--- src/rtl/iob2wb_bridge_pkg.sv ---
// Shared types and helpers for the IOb to Wishbone bridge: FSM state encoding
// and the default Wishbone word-address width.
package iob2wb_bridge_pkg;

  typedef enum logic [1:0] {
    StIdle = 2'd0,
    StWait = 2'd1,
    StResp = 2'd2
  } state_e;

  // Word address width: byte address minus the byte-in-word offset bits.
  function automatic int unsigned wb_addr_w(input int unsigned addr_w,
                                            input int unsigned data_w);
    return addr_w - $clog2(data_w / 8);
  endfunction

endpackage

--- src/rtl/iob2wb_bridge_if.sv ---
// IOb request/response plus Wishbone classic signals of the bridge.
// The slave modport is the bridge view; master is the system/bus side.
interface iob2wb_bridge_if
  import iob2wb_bridge_pkg::*;
#(
  parameter int unsigned ADDR_W    = 12,
  parameter int unsigned DATA_W    = 32,
  parameter int unsigned WB_ADDR_W = wb_addr_w(ADDR_W, DATA_W)
);
  logic                   s_valid;
  logic [ADDR_W-1:0]      s_address;
  logic [DATA_W-1:0]      s_wdata;
  logic [DATA_W/8-1:0]    s_wstrb;
  logic [DATA_W-1:0]      s_rdata;
  logic                   s_ready;
  logic                   s_err;
  logic                   busy;
  logic                   overrun;
  logic [WB_ADDR_W-1:0]   wb_adr_o;
  logic [DATA_W-1:0]      wb_dat_o;
  logic [DATA_W/8-1:0]    wb_sel_o;
  logic                   wb_we_o;
  logic                   wb_cyc_o;
  logic                   wb_stb_o;
  logic [DATA_W-1:0]      wb_dat_i;
  logic                   wb_ack_i;
  logic                   wb_err_i;

  modport slave (
    input  s_valid, s_address, s_wdata, s_wstrb, wb_dat_i, wb_ack_i, wb_err_i,
    output s_rdata, s_ready, s_err, busy, overrun,
           wb_adr_o, wb_dat_o, wb_sel_o, wb_we_o, wb_cyc_o, wb_stb_o
  );

  modport master (
    output s_valid, s_address, s_wdata, s_wstrb, wb_dat_i, wb_ack_i, wb_err_i,
    input  s_rdata, s_ready, s_err, busy, overrun,
           wb_adr_o, wb_dat_o, wb_sel_o, wb_we_o, wb_cyc_o, wb_stb_o
  );

endinterface

--- src/rtl/iob2wb_timeout.sv ---
// Wishbone WAIT-state watchdog: counts enabled cycles since the last clear and
// flags the cycle in which the count would reach TIMEOUT.
module iob2wb_timeout #(
  parameter int unsigned TIMEOUT_W = 8,
  parameter int unsigned TIMEOUT   = 255
) (
  input  logic clk,
  input  logic rst,
  input  logic i_clr,
  input  logic i_en,
  output logic o_expired
);

  logic [TIMEOUT_W-1:0] r_cnt;

  always_ff @(posedge clk or posedge rst) begin
    if (rst) begin
      r_cnt <= '0;
    end else if (i_clr) begin
      r_cnt <= '0;
    end else if (i_en) begin
      r_cnt <= r_cnt + 1'b1;
    end
  end

  // Fires on the TIMEOUT-th stalled cycle so cyc drops right after it.
  assign o_expired = i_en && (r_cnt == TIMEOUT_W'(TIMEOUT - 1));

endmodule

--- src/rtl/iob2wb_bridge.sv ---
// IOb slave to Wishbone B3-classic master, one outstanding cycle at a time.
// Define IOB2WB_TIMEOUT_EN to abort stalled cycles after TIMEOUT WAIT cycles.
module iob2wb_bridge
  import iob2wb_bridge_pkg::*;
#(
  parameter int unsigned ADDR_W    = 12,
  parameter int unsigned DATA_W    = 32,
  parameter int unsigned WB_ADDR_W = wb_addr_w(ADDR_W, DATA_W),
  parameter int unsigned TIMEOUT   = 255,
  parameter int unsigned TIMEOUT_W = 8
) (
  input  logic            clk,
  input  logic            rst,
  iob2wb_bridge_if.slave  bus
);

  localparam int unsigned SelW = DATA_W / 8;

  state_e               r_state;
  logic [WB_ADDR_W-1:0] r_adr;
  logic [DATA_W-1:0]    r_wdat;
  logic [DATA_W-1:0]    r_rdata;
  logic [SelW-1:0]      r_sel;
  logic                 r_we;
  logic                 r_err;
  logic                 r_overrun;

  logic w_start;
  logic w_term;
  logic w_expired;

  assign w_start = (r_state == StIdle) && bus.s_valid;
  assign w_term  = bus.wb_ack_i || bus.wb_err_i;

`ifdef IOB2WB_TIMEOUT_EN
  iob2wb_timeout #(
    .TIMEOUT_W (TIMEOUT_W),
    .TIMEOUT   (TIMEOUT)
  ) u_timeout (
    .clk       (clk),
    .rst       (rst),
    .i_clr     (w_start),
    .i_en      ((r_state == StWait) && !w_term),
    .o_expired (w_expired)
  );
`else
  logic w_unused_cfg;
  assign w_unused_cfg = (TIMEOUT < (1 << TIMEOUT_W));
  assign w_expired    = 1'b0;
`endif

  if (ADDR_W > WB_ADDR_W) begin : g_unused_addr
    logic w_unused_addr;
    assign w_unused_addr = ^bus.s_address[ADDR_W-WB_ADDR_W-1:0];
  end

  always_ff @(posedge clk or posedge rst) begin
    if (rst) begin
      r_state   <= StIdle;
      r_adr     <= '0;
      r_wdat    <= '0;
      r_rdata   <= '0;
      r_sel     <= '0;
      r_we      <= 1'b0;
      r_err     <= 1'b0;
      r_overrun <= 1'b0;
    end else begin
      // Requests arriving while a transaction is in flight are dropped.
      if (bus.s_valid && (r_state != StIdle)) begin
        r_overrun <= 1'b1;
      end
      unique case (r_state)
        StIdle: begin
          if (bus.s_valid) begin
            r_adr   <= bus.s_address[ADDR_W-1 -: WB_ADDR_W];
            r_wdat  <= bus.s_wdata;
            r_we    <= |bus.s_wstrb;
            r_sel   <= (|bus.s_wstrb) ? bus.s_wstrb : {SelW{1'b1}};
            r_state <= StWait;
          end
        end
        StWait: begin
          // A slave termination takes precedence over a coincident timeout.
          if (w_term) begin
            r_err   <= bus.wb_err_i;
            r_rdata <= (bus.wb_err_i || r_we) ? '0 : bus.wb_dat_i;
            r_state <= StResp;
          end else if (w_expired) begin
            r_err   <= 1'b1;
            r_rdata <= '0;
            r_state <= StResp;
          end
        end
        StResp: begin
          r_state <= StIdle;
        end
        default: begin
          r_state <= StIdle;
        end
      endcase
    end
  end

  assign bus.wb_adr_o = r_adr;
  assign bus.wb_dat_o = r_wdat;
  assign bus.wb_sel_o = r_sel;
  assign bus.wb_we_o  = r_we;
  assign bus.wb_cyc_o = (r_state == StWait);
  assign bus.wb_stb_o = (r_state == StWait);
  assign bus.s_ready  = (r_state == StResp);
  assign bus.s_err    = r_err;
  assign bus.s_rdata  = r_rdata;
  assign bus.busy     = (r_state != StIdle);
  assign bus.overrun  = r_overrun;

endmodule

--- src/flat_wrapper.sv ---
// flat-port wrapper written by rule: the top's interface ports become plain ports
module iob2wb_bridge_flat import iob2wb_bridge_pkg::*;
#(
  parameter int unsigned ADDR_W    = 12,
  parameter int unsigned DATA_W    = 32,
  parameter int unsigned WB_ADDR_W = wb_addr_w(ADDR_W, DATA_W),
  parameter int unsigned TIMEOUT   = 255,
  parameter int unsigned TIMEOUT_W = 8
)
  (clk, rst, bus_s_valid, bus_s_address, bus_s_wdata, bus_s_wstrb, bus_wb_dat_i, bus_wb_ack_i, bus_wb_err_i, bus_s_rdata, bus_s_ready, bus_s_err, bus_busy, bus_overrun, bus_wb_adr_o, bus_wb_dat_o, bus_wb_sel_o, bus_wb_we_o, bus_wb_cyc_o, bus_wb_stb_o);
  iob2wb_bridge_if #(.ADDR_W(ADDR_W), .DATA_W(DATA_W), .WB_ADDR_W(WB_ADDR_W)) bus_i ();
  input  logic clk;
  input  logic rst;
  input wire logic [$bits(bus_i.s_valid)-1:0] bus_s_valid;
  input wire logic [$bits(bus_i.s_address)-1:0] bus_s_address;
  input wire logic [$bits(bus_i.s_wdata)-1:0] bus_s_wdata;
  input wire logic [$bits(bus_i.s_wstrb)-1:0] bus_s_wstrb;
  input wire logic [$bits(bus_i.wb_dat_i)-1:0] bus_wb_dat_i;
  input wire logic [$bits(bus_i.wb_ack_i)-1:0] bus_wb_ack_i;
  input wire logic [$bits(bus_i.wb_err_i)-1:0] bus_wb_err_i;
  output wire logic [$bits(bus_i.s_rdata)-1:0] bus_s_rdata;
  output wire logic [$bits(bus_i.s_ready)-1:0] bus_s_ready;
  output wire logic [$bits(bus_i.s_err)-1:0] bus_s_err;
  output wire logic [$bits(bus_i.busy)-1:0] bus_busy;
  output wire logic [$bits(bus_i.overrun)-1:0] bus_overrun;
  output wire logic [$bits(bus_i.wb_adr_o)-1:0] bus_wb_adr_o;
  output wire logic [$bits(bus_i.wb_dat_o)-1:0] bus_wb_dat_o;
  output wire logic [$bits(bus_i.wb_sel_o)-1:0] bus_wb_sel_o;
  output wire logic [$bits(bus_i.wb_we_o)-1:0] bus_wb_we_o;
  output wire logic [$bits(bus_i.wb_cyc_o)-1:0] bus_wb_cyc_o;
  output wire logic [$bits(bus_i.wb_stb_o)-1:0] bus_wb_stb_o;
  assign bus_i.s_valid = bus_s_valid;
  assign bus_i.s_address = bus_s_address;
  assign bus_i.s_wdata = bus_s_wdata;
  assign bus_i.s_wstrb = bus_s_wstrb;
  assign bus_i.wb_dat_i = bus_wb_dat_i;
  assign bus_i.wb_ack_i = bus_wb_ack_i;
  assign bus_i.wb_err_i = bus_wb_err_i;
  assign bus_s_rdata = bus_i.s_rdata;
  assign bus_s_ready = bus_i.s_ready;
  assign bus_s_err = bus_i.s_err;
  assign bus_busy = bus_i.busy;
  assign bus_overrun = bus_i.overrun;
  assign bus_wb_adr_o = bus_i.wb_adr_o;
  assign bus_wb_dat_o = bus_i.wb_dat_o;
  assign bus_wb_sel_o = bus_i.wb_sel_o;
  assign bus_wb_we_o = bus_i.wb_we_o;
  assign bus_wb_cyc_o = bus_i.wb_cyc_o;
  assign bus_wb_stb_o = bus_i.wb_stb_o;
  iob2wb_bridge #(.ADDR_W(ADDR_W), .DATA_W(DATA_W), .WB_ADDR_W(WB_ADDR_W), .TIMEOUT(TIMEOUT), .TIMEOUT_W(TIMEOUT_W)) u_core (.clk(clk), .rst(rst), .bus(bus_i));
endmodule
--- config.mk ---
export PLATFORM = sky130hd
export DESIGN_NAME = iob2wb_bridge_flat
export DESIGN_NICKNAME = d
export VERILOG_FILES = /design/src/rtl/iob2wb_bridge_pkg.sv /design/src/rtl/iob2wb_bridge_if.sv /design/src/rtl/iob2wb_timeout.sv /design/src/rtl/iob2wb_bridge.sv /design/src/flat_wrapper.sv
export SDC_FILE = /design/constraint.sdc
export NUM_CORES = 1
export LEC_CHECK = 0
export CORE_MARGIN = 3
export CORE_UTILIZATION = 25
export CTS_CLUSTER_SIZE = 10
export DETAILED_ROUTE_END_ITERATION = 8
export HOLD_SLACK_MARGIN = 0.15
export REMOVE_ABC_BUFFERS = 1
export SYNTH_ARGS = -nofsm -noshare
export SYNTH_HDL_FRONTEND = slang
export SYNTH_HIERARCHICAL = 1
export SYNTH_SLANG_ARGS = --single-unit
export TNS_END_PERCENT = 1
--- constraint.sdc ---
create_clock -name clk -period 5.85 [get_ports clk]
set_clock_uncertainty 0.2 [all_clocks]
set_input_delay 1.17 -clock clk [delete_from_list [all_inputs] [get_ports clk]]
set_output_delay 1.17 -clock clk [all_outputs]
set_load 0.01 [all_outputs]
* After elaboration in Yosys (flattened, before gate mapping)
Cells that the tools add are included.
Storage, ports and cells: bits in registers 83, bits in latches 0, memory bits (writable) 0, memory bits (read-only) 0, input bits 85, output and inout bits 85, word-level logic and storage cells 26, memories kept 0
Cells by class: add/subtract/negate cells 0, multipliers 0, div/mod/pow operators 0, order comparisons 0, equality and inequality tests 4, shift-type cells 0, multiplexer cells 5, bitwise logic cells 0, reduce and logical (&&, ||, !) cells 9
Operators by type and width (number):
- $mux 32 | 1
- $reduce_and 2->1 | 3
- $mux 2 | 2
- $mux 4 | 1
- $pmux 2 s2 | 1
- $reduce_or 4->1 | 1
- $eq 2x1->1 const B | 1
- $eq 2x2->1 const B | 1
- $logic_not 2->1 | 1
- $logic_or 1x1->1 | 2
- $ne 2x1->1 const B | 1
- $ne 2x2->1 const B | 1
- $reduce_bool 2->1 | 1
- $logic_and 1x1->1 | 1

* Depth between registers and ports, before layout
Gate-level depths: netlist (run 1).
depth after elaboration 3, mapped depth 5, depth with buffers taken out 3

* Worst setup path before layout (run 1)
OpenSTA, ideal clock, no wires.
path type input to register, from input port bus_s_valid, to register u_core.r_adr[0] (netlist: u_core/bus.wb_adr_o[0]), setup time 0.125 ns, data arrival time 1.970 ns, data required time 5.525 ns, slack 3.555 ns, cell stages on the path 4, path buffers 2, path through nor3b_1 buf_4 buf_6 mux2_2
On the way: word-level cells in the longest chain between the ends 1
RTL lines:
- start, declared | line flat_wrapper.sv:14 | input wire logic [$bits(bus_i.s_valid)-1:0] bus_s_valid;
- $reduce_and 2->1 (no source line)
- end signal, assigned | line iob2wb_bridge.sv:75 | r_adr <= bus.s_address[ADDR_W-1 -: WB_ADDR_W];
- end, declared | line iob2wb_bridge.sv:20 | logic [WB_ADDR_W-1:0] r_adr;
No other way between the ends. A chain may end at the register's enable or synchronous reset.

* Worst setup path after layout (run 1)
from register u_core.r_state[1], to output port bus_busy
On the way: word-level cells in the longest chain between the ends 1
RTL lines:
- start, declared | line iob2wb_bridge.sv:19 | state_e r_state;
- start signal, assigned | line iob2wb_bridge.sv:59 | r_state <= StIdle;
- start signal, assigned | line iob2wb_bridge.sv:79 | r_state <= StWait;
- start signal, assigned | line iob2wb_bridge.sv:87 | r_state <= StResp;
- $reduce_bool 2->1 | line iob2wb_bridge.sv:113 | assign bus.busy = (r_state != StIdle);
- end, declared | line flat_wrapper.sv:24 | output wire logic [$bits(bus_i.busy)-1:0] bus_busy;
No other way between the ends.

==> results of run 1 <==
## cells by family after synthesis
kind of cell | after synthesis | share of synthesized area [%]
DFF | 83 | 60.7
muxes | 74 | 23.2
and+or+nand+nor | 54 | 6.80
buffers and inverters | 47 | 7.96
AOI/OAI and AO/OA | 8 | 1.42
## cells in the final DEF (no fill, tap or decap), drive strengths merged, types with 2 or more instances in the layout
cell type / netlist / final
buf: 12 / 3
nor2b: 2 / 2
bufinv: 0 / 2
mux2i: 32 / 32
nor3: 4 / 4
clkbuf: 2 / 12
dfrtp: 83 / 83
inv: 33 / 32
a21oi: 5 / 5
clkdlybuf4s50: 0 / 167
nor2: 11 / 11
a21o: 2 / 2
mux2: 42 / 42
nand2: 33 / 33
clkinv: 0 / 2
## metal layers
layer	wire, um	global-route usage, %
met5	0	0
met3	500	2.93
met2	4510	20.4
met1	3640	14.3
met4	167	5.19
## report_power, final
part           switching, mW  total, mW  internal (mW)
Combinational          0.252      0.669          0.416
Clock                  0.222      0.618          0.397
Sequential            0.0717      0.784          0.713
## area by class of cell
class	count	area, sq um
fill	1264	7770
clock inverter	4	72.6
inverter	33	125
multi-input combinational	136	1080
sequential	83	2080
clock buffer	12	256
tap	176	220
timing repair buffer	170	1690
## sequential cells by signal (all words and copies together), names as in the netlist
| name | count |
|---|---|
| u_core/bus.wb_dat_o | 32 |
| u_core/r_state | 2 |
| u_core/bus.wb_adr_o | 10 |
| u_core/bus.wb_we_o | 1 |
| u_core/bus.s_rdata | 32 |
| u_core/bus.s_err | 1 |
| u_core/bus.overrun | 1 |
| u_core/bus.wb_sel_o | 4 |
## through the flow
stage               instance area (sq um)  setup WS [ns]  instances  total power, mW
floorplan                            3280          0.178        252             1.07
global placement                     5200           2.63        598             1.46
detailed placement                   5200           2.59        598             1.48
CTS                                  5530           2.90        614             2.11
global route                         5530           2.81        614             2.19
finish                               5530           2.93        614             2.07
## worst max-delay path, stage by stage (launching register included)
cell,delay [ns]
dfrtp_1,0.43
or2_2,0.30
clkdlybuf4s50_1,0.48
## worst max-delay path by stage
stage / startpoint / to / slack (ns) / depth (start not counted)
2_1_floorplan: bus_s_valid / u_core/bus.wb_adr_o[0] / 0.18 / 2
3_3_place_gp: bus_wb_err_i / u_core/bus.s_rdata[11] / 2.63 / 4
3_5_place_dp: bus_wb_err_i / u_core/bus.s_rdata[28] / 2.59 / 4
4_1_cts: u_core/r_state[1] / bus_busy / 2.90 / 2
5_1_grt: bus_wb_err_i / u_core/bus.s_rdata[17] / 2.81 / 4
6_report: u_core/r_state[1] / bus_busy / 2.93 / 2
==> results.toml, run 1 <==
[outcome]
status = "completed"

[power]
powerDensity_nw_per_um2 = 375
ir_worst_vdd_mv = 0.140
leakagePower_nw = 2.22

[setup_path]
start_kind = "register"
arrival_ns = 1.55
reg2reg_to = "u_core/bus.s_rdata[9]"
reg2reg_from = "u_core/r_state[1]"
cp_max_fo = 4
r2r_slack_ns = 3.79
reg2reg_depth = 3
critPathCaptureType = "output port"
worstSetupPathType = "reg2out"
cp.required_ns = 4.48

[finish]
final_util_pct = 41.6
drive_above_1_share_pct = 14.4
nets = 518
antenna_cells = 0
areaGrowthSynthToFinish_pct = 61.5

[route]
drc = 0
routedWlPerCell_um = 14.4
final_antenna_net_count = 0
drt_pass1_iterations = 4
drt_iter0_drc = 78
vias = 2515
viasPerCell = 4.10
wirelength_um = 8820

[synthesis]
synth_top_area_cell = "dfrtp_1"
ys_ff_latch = 83
yosysWarnings = 6
syn_area_sq_um = 3420
yosysSeqAreaShare_pct = 60.7
synth.most_common_cell = "dfrtp_1"
synth_edf_count = 0
yosys-top-cells-area = "dfrtp_1, mux2_2, mux2i_1"
ys.flop_type = "dfrtp_1"
postSynth.asyncResetShare_pct = 100
syn_avg_cell_area_sq_um = 12.9
synthesis.instances = 266
yosys-top-cells-count = "dfrtp_1, mux2_2, inv_1, nand2_1, mux2i_1"
synth_cell_types = 22
yosys.area.top_type_share_pct = 60.7

[clock_tree]
cts_hold_buffers = 0
path_clk_slew_ns = 0.06
worst_skew_pair.late_latency_ns = 0.33
cts_setup_buffers = 0
cts_resized = 0
numCtsBuffers = 9
clock-sinks = 83
h-tree-depth = 3
cts.path.max_buffers = 2
root_buffer = "clkbuf_16"
cts_tree = "yes"

[floorplanning]
die_area_sq_um = 15100
top_level_ports = 170
initial_core_util_pct = 25.8
rows = 42
fp.dieH_um = 123
core_area_sq_um = 13300
die_x_um = 123

[min_path]
hold_depth = 1
hp-class = "reg2reg"
hold_start = "u_core/bus.overrun"
holdPathEnd = "u_core/bus.overrun"

[sta]
setup_viol = 0
fmax_mhz = 343
fin_crit_sh_pct = 49.9
fin_tns_setup_ns = 0
fin_crit_ns = 2.92
slew_viol_final = 0
final-hold-violation-count = 0
worst_hold_slack_ns = 0.262
max_slew_margin_pct = 31.8
worst-slew-pin-transition_ns = 1.02
rsz0062_at_grt = "no"

[grt]
antenna_found_initial = 0
track_usage_pct = 11.9
grt_max_degree = 55
grt_pass1_vias = 2690
overflow = 0
grt_pass1_wl_um = 13900

[placement]
globalplace.congestion = 0.729
hpwl_um = 6320
port_buffers = 167

[job]
drv_cap = 0
(Power assumes the default switching activity.)
==> run 2: changes to the inputs <==
clock period = 2.45 ns   (was 5.85 ns; I/O delays follow)
==> run 2 against run 1 <==
Cell area increased by 1.2%. Total power is 140% higher. Via count rose by 0.99%. Hold slack got worse by 0.0057 ns. Critical path type unchanged. Critical endpoint unchanged.
==> results.toml, run 2 (same netlist as run 1, synthesis figures left out) <==
[sta]
fin_ws_ns = 0.194
worst_hold_slack_ns = 0.256
fin_crit_sh_pct = 92.1
rsz0062_at_grt = "no"
final-hold-violation-count = 0
slew_viol_final = 0
max_slew_margin_pct = 66.7
fin_crit_ns = 2.26
fmax_mhz = 443
setup_viol = 0
worst-slew-pin-transition_ns = 0.500

[clock_tree]
cts_resized = 0
h-tree-depth = 3
worst_skew_pair.late_latency_ns = 0.33
clock-sinks = 83
numCtsBuffers = 9
cts_setup_buffers = 0
cts_tree = "yes"
cts_hold_buffers = 0
cts.path.max_buffers = 2
root_buffer = "clkbuf_16"
path_clk_slew_ns = 0.06

[route]
wirelength_um = 8910
vias = 2540
routedWlPerCell_um = 14.4
viasPerCell = 4.12
drc = 0
drt_iter0_drc = 82
drt_pass1_iterations = 6
final_antenna_net_count = 0

[power]
leakagePower_nw = 2.25
ir_worst_vdd_mv = 0.338
totalPowerFinal_mw = 4.90
powerDensity_nw_per_um2 = 877

[setup_path]
critPathCaptureType = "output port"
reg2reg_depth = 3
start_kind = "register"
reg2reg_from = "u_core/r_state[1]"
critPathCapture = "bus_busy"
cp.required_ns = 1.76
worstSetupPathType = "reg2out"
r2r_slack_ns = 0.73
crit_start = "u_core/r_state[1]"
cp_max_fo = 4
arrival_ns = 1.57
reg2reg_to = "u_core/bus.wb_dat_o[30]"

[job]
drv_cap = 0

[placement]
place_ws_ns = 0.201
placed_cells = 601
hpwl_um = 6610
port_buffers = 167
globalplace.congestion = 0.700

[grt]
antenna_found_initial = 0
track_usage_pct = 12.1
grt_pass1_wl_um = 14100
overflow = 0
grt_pass1_vias = 2710
grt_max_degree = 54

[floorplanning]
die_x_um = 123
rows = 42
fp.dieH_um = 123
die_area_sq_um = 15100
core_area_sq_um = 13300
initial_core_util_pct = 25.8
top_level_ports = 170

[finish]
nets = 521
mostFrequentLayoutCell = "clkdlybuf4s50_1"
finalNonFillerCells = 617
areaGrowthSynthToFinish_pct = 63.3
fillers = 1247
drive_above_1_share_pct = 14.5
antenna_cells = 0
mostFrequentLayoutCells = "clkdlybuf4s50_1, dfrtp_1, mux2_2, nand2_1"
final_util_pct = 42.1

[min_path]
hp-class = "reg2reg"
hold_start = "u_core/bus.overrun"

[outcome]
status = "completed"
-- run 2: report_power, final --
group	switching [mW]	total, mW	internal, mW
combinational	0.613	1.64	1.02
sequential	0.168	1.87	1.70
clock	0.522	1.40	0.875
-- run 2: worst min path at each step --
stage | end | slack, ns | cells past startpoint
global route | u_core/bus.overrun | 0.28 | 1
detailed placement | u_core/bus.overrun | 0.25 | 1
floorplan | u_core/bus.overrun | 0.29 | 1
finish | u_core/bus.overrun | 0.26 | 1
CTS | u_core/bus.overrun | 0.26 | 1
global placement | u_core/bus.overrun | 0.24 | 1
-- run 2: layout make-up --
type,instances,area [sq um],share of cell area (%)
well taps,176,220,3.94
clock inverters,1,30.0,0.537
multi-input cells,136,1080,19.4
clock buffers,15,278,4.97
flip-flops and latches,83,2080,37.1
repair buffers,173,1780,31.8
inverters,33,125,2.24
-- run 2: metal layers --
layer / GRT usage, % / vias up / share of wire [%]
met4: 6.09 / 0 / 2.4
met1: 14.3 / 1248 / 40
met3: 3.11 / 13 / 6.2
met5: 0 / - / 0
met2: 20.5 / 82 / 51
li1: - / 1197 / -
-- run 2: metrics by stage --
stage | TNS (ns) | area (sq um)
floorplan | -151.05 | 3280
global placement | 0 | 5290
detailed placement | 0 | 5290
CTS | 0 | 5590
global route | 0 | 5590
finish | 0 | 5590
-- run 2: critical path: stages, from the launching register on --
cell             delay (ns)
dfrtp_1                0.43
or2_2                  0.31
clkdlybuf4s50_1        0.49
==> run 3: changes to the inputs <==
GPL_ROUTABILITY_DRIVEN = 1   (was not set)
==> results of run 3 <==
Final layout, timing and power as in run 2 (identical DEF).
